### config.mk
export PLATFORM = sky130hd
export DESIGN_NAME = add_4_bit
export DESIGN_NICKNAME = d
export VERILOG_FILES = /design/src/rtl/add_4_bit.sv
export SDC_FILE = /design/constraint.sdc
export NUM_CORES = 1
export LEC_CHECK = 0
export BUFFER_PORTS_ARGS = -buffer_cell sky130_fd_sc_hd__clkbuf_2
export CAP_MARGIN = 20
export CORE_AREA = 2 2 39 41
export DETAILED_ROUTE_END_ITERATION = 12
export DIE_AREA = 0 0 41 43
export GPL_TIMING_DRIVEN = 1
export MAX_ROUTING_LAYER = met4
export SLEW_MARGIN = 0
export SYNTH_ARGS = -nofsm -noshare
export SYNTH_HDL_FRONTEND = slang
export SYNTH_SLANG_ARGS = --single-unit
### constraint.sdc
create_clock -name clk -period 1.9 [get_ports clk]
set_input_delay 0.475 -clock clk [delete_from_list [all_inputs] [get_ports clk]]
set_output_delay 0.475 -clock clk [all_outputs]
set_load 0.02 [all_outputs]
### src/rtl/add_4_bit.sv
// add_4_bit: registered 4-bit unsigned adder with carry-out.
// Operands are summed through a full carry-lookahead network (carry-in tied
// to 0). The sum and carry are captured one clock after a valid input and
// held while valid_in is low. valid_out is a registered copy of valid_in.
// Optional feature: define ADD_4_BIT_OVF_EN to add a registered signed
// two's-complement overflow flag (overflow_out = c4 ^ c3).
module add_4_bit (
    input  logic       clk,
    input  logic       rst_n,
    input  logic       valid_in,
    input  logic [3:0] a_in,
    input  logic [3:0] b_in,
    output logic [3:0] sum_out,
    output logic       carry_out,
`ifdef ADD_4_BIT_OVF_EN
    output logic       overflow_out,
`endif
    output logic       valid_out
);

    logic [3:0] g;
    logic [3:0] p;
    logic [4:0] c;
    logic [3:0] sum_nxt;

    // Generate/propagate terms and flattened lookahead carries (no ripple chain)
    always_comb begin
        g       = a_in & b_in;
        p       = a_in ^ b_in;
        c       = '0;
        c[1]    = g[0];
        c[2]    = g[1] | (p[1] & g[0]);
        c[3]    = g[2] | (p[2] & g[1]) | (p[2] & p[1] & g[0]);
        c[4]    = g[3] | (p[3] & g[2]) | (p[3] & p[2] & g[1])
                | (p[3] & p[2] & p[1] & g[0]);
        sum_nxt = p ^ c[3:0];
    end

    // Result registers: capture on valid input, otherwise hold the last result
    always_ff @(posedge clk or negedge rst_n) begin
        if (!rst_n) begin
            sum_out   <= '0;
            carry_out <= 1'b0;
        end else if (valid_in) begin
            sum_out   <= sum_nxt;
            carry_out <= c[4];
        end
    end

    // valid_out tracks valid_in every cycle
    always_ff @(posedge clk or negedge rst_n) begin
        if (!rst_n) begin
            valid_out <= 1'b0;
        end else begin
            valid_out <= valid_in;
        end
    end

`ifdef ADD_4_BIT_OVF_EN
    // Signed overflow: carry into the sign bit differs from carry out of it
    always_ff @(posedge clk or negedge rst_n) begin
        if (!rst_n) begin
            overflow_out <= 1'b0;
        end else if (valid_in) begin
            overflow_out <= c[4] ^ c[3];
        end
    end
`endif

endmodule

==> flow_summary.toml, run 1 <==
[run_status]
status = "finished, final reports clean"

[pwr]
p_clk_share_pct = 30.4
intPower_mw = 0.263
p_comb_share_pct = 27.5
power.share.sequential_pct = 42.0
power.density_nw_per_um2 = 813
p_switching_mw = 0.106
vdd_drop_max_v = 0.000202
switching_share_pct = 28.8
p_leak_nw = 0.251

[clock_network]
htree_levels = 1
tritoncts = "yes"
insertion_delay_ns = 0.24
post-cts-setup-buffers = 0
clock-root-buffer = "clkbuf_4"
hold_buffers = 0
ctsResizeCount = 0
cts_buffer_depth = 2
cts_buffers = 3
clkTransAtPathRegs_ns = 0.04
cts_sinks = 6

[sta]
hold_viol = 0
finalSetupViolCount = 0
drv_slew = 0
fin_setup_tns_ns = 0
min_period_ns = 1.44
timing.final.crit_share_pct = 75.6
worst_pin_slew_ns = 0.209
skew_ns = 0
fmax_mhz = 696
rsz0062_at_grt = "false"
slew_headroom_pct = 86.0

[route]
drt_iter0_drc = 0
drcViolationCount = 0
wirelength_met1_um = 256
firstDrtPassIters = 1
ant_nets = 0
wl_met2_um = 280
highest_layer = "met3"
vias = 263
via_per_inst = 4.17
met3RoutedLength_um = 69
detail_route.wl_per_cell_um = 9.60
wl_um = 605

[worst_setup_path]
required_ns = 2.02
crit_arrival_ns = 1.56
start_kind = "input pin"
timing.setup.critical_path_class = "in -> reg"
critPathCaptureType = "flop"
crit_path_max_fanout = 2

[die]
core_region_area_um2 = 1380
initial_core_util_pct = 24.0
rows = 14
die_y_um = 43
die-area_um2 = 1760
die_x_um = 41
ioPinCount = 17

[place]
portBuffers = 16
gp_congestion = 0.703
hpwl_um = 530

[min_path]
hold_path_class = "in -> async"

[global_route]
grt_usage_pct = 9.02
grt_overflow = 0
first_global_vias = 269
grt_pass1_wl_um = 1030
antenna_found_initial = 0
grt_max_degree = 7

[synthesis]
synth.net_count = 44
ys_ff_latch = 6
yosys_warnings = 0
ys_types = 14
synth_cells = 28
seq_area_frac_synth_pct = 45.3
avgSynthCellArea_um2 = 11.8
syn_area_um2 = 332

[cells_and_area]
drive_gt1_share_pct = 46.8
final_util_pct = 32.8
syn_to_final_growth_pct = 37.0
antenna_cells = 0
nets = 65

[flow_run]
maxCapViolCount = 0
[path summary, 6_finish.rpt]
check / startpoint / endpoint / slack, ns / cells after the start
hold / removal: rst_n / carry_out / 0.05 / 1
hold reg to reg: sum_out[1] / sum_out[1] / 0.49 / 2
setup reg to reg: carry_out / carry_out / 1.04 / 2
min in group clk: valid_in / valid_out / 0.42 / 1
max in group asynchronous: rst_n / sum_out[0] / 1.70 / 1
setup / recovery: a_in[0] / sum_out[2] / 0.46 / 6
[cells by family (layout without fill, tap and decap cells)]
| group | count (synthesis) | after routing | share of synthesized area (%) |
|---|---|---|---|
| buffers and inverters | 4 | 23 | 4.53 |
| AOI/OAI and AO/OA | 7 | 7 | 15.5 |
| muxes | 2 | 2 | 6.79 |
| xor gates and xnor gates | 1 | 1 | 2.64 |
| adders and majority gates | 5 | 5 | 21.1 |
| and+or+nand+nor | 3 | 3 | 4.15 |
| DFF | 6 | 6 | 45.3 |
[per-layer routing]
metal  vias to the layer above  GRT usage [%]
li1                        134              -
met1                       119           10.9
met2                        10           12.2
met3                         0           3.14
met4                         0           6.00
met5                         -              -
[through the flow]
| stage | cell area [um^2] | instances | setup slack [ns] | hold WS (ns) | total power [mW] |
|---|---|---|---|---|---|
| after floorplan | 332 | 28 | 0.379 | 0.179 | 0.219 |
| after global placement | 432 | 60 | 0.213 | 0.308 | 0.259 |
| after detailed placement | 432 | 60 | 0.201 | 0.304 | 0.261 |
| after CTS | 454 | 63 | 0.446 | 0.0482 | 0.378 |
| after global routing | 454 | 63 | 0.402 | 0.0471 | 0.400 |
| final | 454 | 63 | 0.464 | 0.0515 | 0.369 |
[flip-flops by register name (all words and copies together) (netlist names)]
name       count
sum_out        4
carry_out      1
valid_out      1
[power by group through the flow]
stage          sequential [mW]  clock (mW)  combinational [mW]
2_1_floorplan            0.180           0              0.0393
3_3_place_gp             0.157           0               0.102
3_5_place_dp             0.157           0               0.104
4_1_cts                  0.155       0.118               0.104
5_1_grt                  0.157       0.127               0.116
6_report                 0.155       0.112               0.102
[cell usage after synthesis (all sizes together)]
cell type	instances	area (um^2)
o31ai	1	7.51
a21o	1	7.51
xnor2	1	8.76
nand2	2	7.51
fa	1	20.0
a211oi	1	7.51
or2	1	6.26
mux2	2	22.5
inv	4	15.0
o21ai	2	10.0
o21ba	1	10.0
ha	4	50.1
o31a	1	8.76
dfrtp	6	150
[cells in the final DEF, fill, tap and decap left out]
cell type / Yosys / routed
a211oi_1: 1 / 1
a21o_1: 1 / 1
clkbuf_2: 0 / 16
clkbuf_4: 0 / 3
dfrtp_1: 6 / 6
fa_1: 1 / 1
ha_1: 4 / 4
inv_1: 4 / 4
mux2_2: 2 / 2
nand2_1: 2 / 2
o21ai_0: 2 / 2
o21ba_1: 1 / 1
o31a_1: 1 / 1
o31ai_1: 1 / 1
or2_2: 1 / 1
xnor2_1: 1 / 1
[worst max-delay path, stage by stage]
cell	delay, ns
clkbuf_2	0.08
ha_1	0.17
inv_1	0.06
fa_1	0.37
xnor2_1	0.14
mux2_2	0.26
[cell type report]
| class | count | area (um^2) |
|---|---|---|
| timing repair buffer | 16 | 80.1 |
| sequential | 6 | 150 |
| fill | 158 | 930 |
| inverter | 4 | 15.0 |
| multi-input combinational | 18 | 166 |
| clock buffer | 3 | 22.5 |
| tap | 16 | 20.0 |
Note: power is estimated with default switching activity, not from simulation.
==> run 2: changes to the inputs <==
Clock period 1.9 ns to 1.17 ns, I/O delays scaled along.
==> flow_summary.toml, run 2 (synthesis results as in run 1) <==
[clock_network]
clkTransAtPathRegs_ns = 0.05
cts_sinks = 6
htree_levels = 1
cts_buffer_depth = 2
insertion_delay_ns = 0.24
clock-root-buffer = "clkbuf_4"
post-cts-setup-buffers = 0
cts_buffers = 3
tritoncts = "yes"

[die]
initial_core_util_pct = 24.0
die_x_um = 41
ioPinCount = 17
die-area_um2 = 1760
die_y_um = 43
core_region_area_um2 = 1380
rows = 14

[min_path]
hold_path_class = "in -> reg"
worstHoldEndpoint = "valid_out"
min_path_cells = 1
worst_hold_startpoint = "valid_in"

[sta]
finalSetupViolCount = 1
whs_ns = 0.231
hold_viol = 0
setup_slack_ns = -0.00674
skew_ns = 0
timing.final.crit_share_pct = 101
fmax_mhz = 850
drv_slew = 0
slew_headroom_pct = 86.2
worst_pin_slew_ns = 0.206
rsz0062_at_grt = "true"
min_period_ns = 1.18

[place]
hpwl_um = 519
portBuffers = 16
place_area_um2 = 454
post-place-ws_ns = -0.275
gp_congestion = 0.615

[global_route]
grt_pass1_wl_um = 1090
grt_overflow = 0
antenna_found_initial = 0
grt_max_degree = 7
first_global_vias = 278
grt_usage_pct = 9.75

[worst_setup_path]
timing.setup.critical_path_class = "in -> reg"
crit_path_max_fanout = 2
start_kind = "input pin"
timing.reg2reg.setup_slack_ns = 0.31
cp_slowest_stage_delay_ns = 0.36
cpMaxStageDelayCell = "fa_2"
r2r_cells = 2
critPathCaptureType = "flop"
reg2reg_to = "carry_out"
r2r_start = "carry_out"
required_ns = 1.29
crit_chain = "buf_8 > ha_4 > inv_2 > fa_2 > xnor2_2 > mux2_4"
crit_arrival_ns = 1.29

[cells_and_area]
largest_reg_flops = 4
nets = 67
fill_cells = 152
reg.largest.list = "sum_out: 4 flops, carry_out: 1 flops, valid_out: 1 flops"
syn_to_final_growth_pct = 61.9
final_common_cell = "clkbuf_2"
top_register = "sum_out"
drive_gt1_share_pct = 59.2
mostFrequentLayoutCells = "14 x clkbuf_2, 6 x dfrtp_1, 3 x inv_1, 3 x clkbuf_4"
antenna_cells = 0
fin_area_um2 = 537

[route]
firstDrtPassIters = 3
ant_nets = 0
via_per_inst = 4.37
vias = 284
wl_um = 604
detail_route.wl_per_cell_um = 9.29
drcViolationCount = 0
drt_iter0_drc = 1

[flow_run]
maxCapViolCount = 0

[pwr]
power.density_nw_per_um2 = 1200
power_mw = 0.644
vdd_drop_max_v = 0.000389
p_leak_nw = 0.270

[run_status]
status = "finished, violations left"
violations = "setup timing"
[run 2: changes by cell type in the layout (fill, tap and decap cells not counted), sizes merged]
cell         before  now
dlygate4sd3       0    1
buf               0    3
clkbuf           19   17
[run 2: per-stage QoR]
step | util (%) | TNS, ns | cells
final | 38.8 | -0.00674 | 65
after global placement | 32.8 | -0.718 | 61
after global routing | 38.8 | -0.0225 | 65
after floorplan | - | -0.161 | 28
after CTS | 36.6 | -0.00838 | 65
after detailed placement | 32.8 | -0.752 | 61
[run 2: layer usage]
metal  share of wire [%]  track usage [%]  vias to the layer above
met5                   0                -                        -
met4                   0             6.00                        0
met3                 7.1             3.14                        0
met2                  51             14.4                       11
met1                  42             10.9                      134
li1                    -                -                      139
[run 2: repair_timing]
item | in CTS | in global routing
hold buffers | 1 | 0
pin swaps | 2 | 4
gates resized for setup | 3 | 7
hold endpoints to repair | 6 | 0
endpoints found under the setup margin | 1 | 2
[run 2: final cells by class]
| type | count | area (um^2) | area share, % |
|---|---|---|---|
| multi-input cells | 18 | 211 | 39.4 |
| repair buffers | 18 | 118 | 21.9 |
| flip-flops and latches | 6 | 150 | 28.0 |
| clock buffers | 3 | 22.5 | 4.20 |
| inverters | 4 | 15.0 | 2.80 |
| well taps | 16 | 20.0 | 3.73 |
[run 2: power by group]
part / total (mW) / switching, mW / internal [mW] / leakage, nW
combinational: 0.205 / 0.101 / 0.104 / 0.185
clock: 0.185 / 0.0692 / 0.116 / 0.0138
sequential: 0.254 / 0.0154 / 0.238 / 0.0707
[run 2: how the worst max path moves through the flow]
stage / startpoint / end / cells after the start
6_report: a_in[0] / sum_out[2] / 6
2_1_floorplan: a_in[0] / sum_out[2] / 5
5_1_grt: a_in[0] / sum_out[2] / 6
3_5_place_dp: a_in[0] / sum_out[2] / 6
3_3_place_gp: a_in[0] / sum_out[2] / 6
4_1_cts: b_in[0] / sum_out[2] / 6
[run 2: worst max-delay path, delay by kind of cell]
kind | cells | cell delay (ns)
xor+xnor | 1 | 0.14
fa+ha+maj | 2 | 0.49
buf+inv | 2 | 0.11
mux | 1 | 0.26
==> run 3: changes to the inputs <==
Settings changed: CTS_BUF_LIST set to sky130_fd_sc_hd__clkbuf_8, GPL_ROUTABILITY_DRIVEN set to 0.
==> flow_summary.toml, run 3 (synthesis results as in run 1) <==
[clock_network]
cts_sinks = 6
cts_buffer_depth = 2
clock-root-buffer = "clkbuf_8"
htree_levels = 1
insertion_delay_ns = 0.22
tritoncts = "yes"
clkTransAtPathRegs_ns = 0.04
cts_buffers = 3

[die]
ioPinCount = 17
die_y_um = 43
die_x_um = 41
core_region_area_um2 = 1380
initial_core_util_pct = 24.0
rows = 14
die-area_um2 = 1760

[global_route]
grt_overflow = 0
grt_max_degree = 7
first_global_vias = 276
grt_usage_pct = 9.96
antenna_found_initial = 0
grt_pass1_wl_um = 1080

[pwr]
p_leak_nw = 0.278
vdd_drop_max_v = 0.000606
power.density_nw_per_um2 = 1400
power_mw = 0.775

[cells_and_area]
nets = 67
top_register = "sum_out"
mostFrequentLayoutCells = "14 x clkbuf_2, 6 x dfrtp_1, 3 x inv_1, 3 x clkbuf_8"
syn_to_final_growth_pct = 67.5
final_common_cell = "clkbuf_2"
antenna_cells = 0
drive_gt1_share_pct = 59.2
multiInputGateArea_um2 = 211
largest_reg_flops = 4
fill_cells = 146
reg.largest.list = "sum_out: 4 flops, carry_out: 1 flops, valid_out: 1 flops"
seq_area_um2 = 150

[run_status]
violations = "setup timing"
status = "finished, violations left"

[flow_run]
maxCapViolCount = 0

[worst_setup_path]
start_kind = "input pin"
crit_path_max_fanout = 2
r2r_cells = 2
required_ns = 1.27
timing.setup.critical_path_class = "in -> reg"
reg2reg_to = "carry_out"
r2r_start = "carry_out"
critPathCaptureType = "flop"
crit_arrival_ns = 1.29
timing.reg2reg.setup_slack_ns = 0.31

[place]
post-place-ws_ns = -0.275
portBuffers = 16
hpwl_um = 519

[sta]
finalSetupViolCount = 1
skew_ns = 0
fmax_mhz = 841
min_period_ns = 1.19
worst_pin_slew_ns = 0.215
timing.final.crit_share_pct = 102
drv_slew = 0
setup_slack_ns = -0.0194
hold_viol = 0
slew_headroom_pct = 85.6
rsz0062_at_grt = "true"

[route]
drcViolationCount = 0
firstDrtPassIters = 1
vias = 287
ant_nets = 0
wl_um = 654
drt_iter0_drc = 0
detail_route.wl_per_cell_um = 10.1
via_per_inst = 4.42

[min_path]
worstHoldEndpoint = "valid_out"
worst_hold_startpoint = "valid_in"
min_path_cells = 1
hold_path_class = "in -> reg"
-- run 3: what timing repair did --
item / 4_1_cts / 5_1_grt
hold endpoints to repair: 6 / 0
gates resized for setup: 3 / 7
endpoints found under the setup margin: 1 / 2
pin swaps: 3 / 4
hold buffers: 1 / 0
setup buffers: 0 / 0
-- run 3: power breakdown --
group / internal [mW] / total [mW] / switching [mW] / leakage (nW)
registers: 0.239 / 0.255 / 0.0160 / 0.0707
logic: 0.104 / 0.206 / 0.102 / 0.185
clock network: 0.221 / 0.315 / 0.0934 / 0.0216
-- run 3: through the flow --
step	utilization (%)	hold WS, ns	cell area, um^2	cells	TNS (ns)
6_report	40.1	0.254	556	65	-0.0194
5_1_grt	40.1	0.265	556	65	-0.0669
4_1_cts	38.0	0.251	526	65	-0.0336
3_5_place_dp	32.8	0.129	454	61	-0.752
3_3_place_gp	32.8	0.125	454	61	-0.718
2_1_floorplan	-	-0.00309	347	28	-0.161
-- run 3: cell type report --
type,count,area share [%]
multi-input combinational,18,38.1
sequential,6,27.0
timing repair buffer,18,21.2
clock buffer,3,7.43
tap,16,3.60
inverter,4,2.70
-- run 3: how the worst max path moves through the flow --
stage | startpoint | slack (ns) | to
4_1_cts | b_in[0] | -0.03 | sum_out[2]
3_5_place_dp | a_in[0] | -0.27 | sum_out[2]
5_1_grt | a_in[0] | -0.04 | sum_out[2]
3_3_place_gp | a_in[0] | -0.26 | sum_out[2]
2_1_floorplan | a_in[0] | -0.1 | sum_out[2]
6_report | a_in[0] | -0.02 | sum_out[2]
-- run 3: worst max-delay path: stages --
cell and delay, ns:
buf_8 0.07, ha_4 0.13, inv_2 0.04, fa_2 0.36, xnor2_2 0.14, mux2_4 0.26
-- run 3: metal layers --
layer	up-vias	routed length, um	GRT usage (%)	part of all wire, %
met1	134	270	10.2	41
met5	-	0	-	0
met2	13	319	14.7	49
met3	2	42	3.14	6.4
li1	138	-	-	-
met4	0	21	8.00	3.2
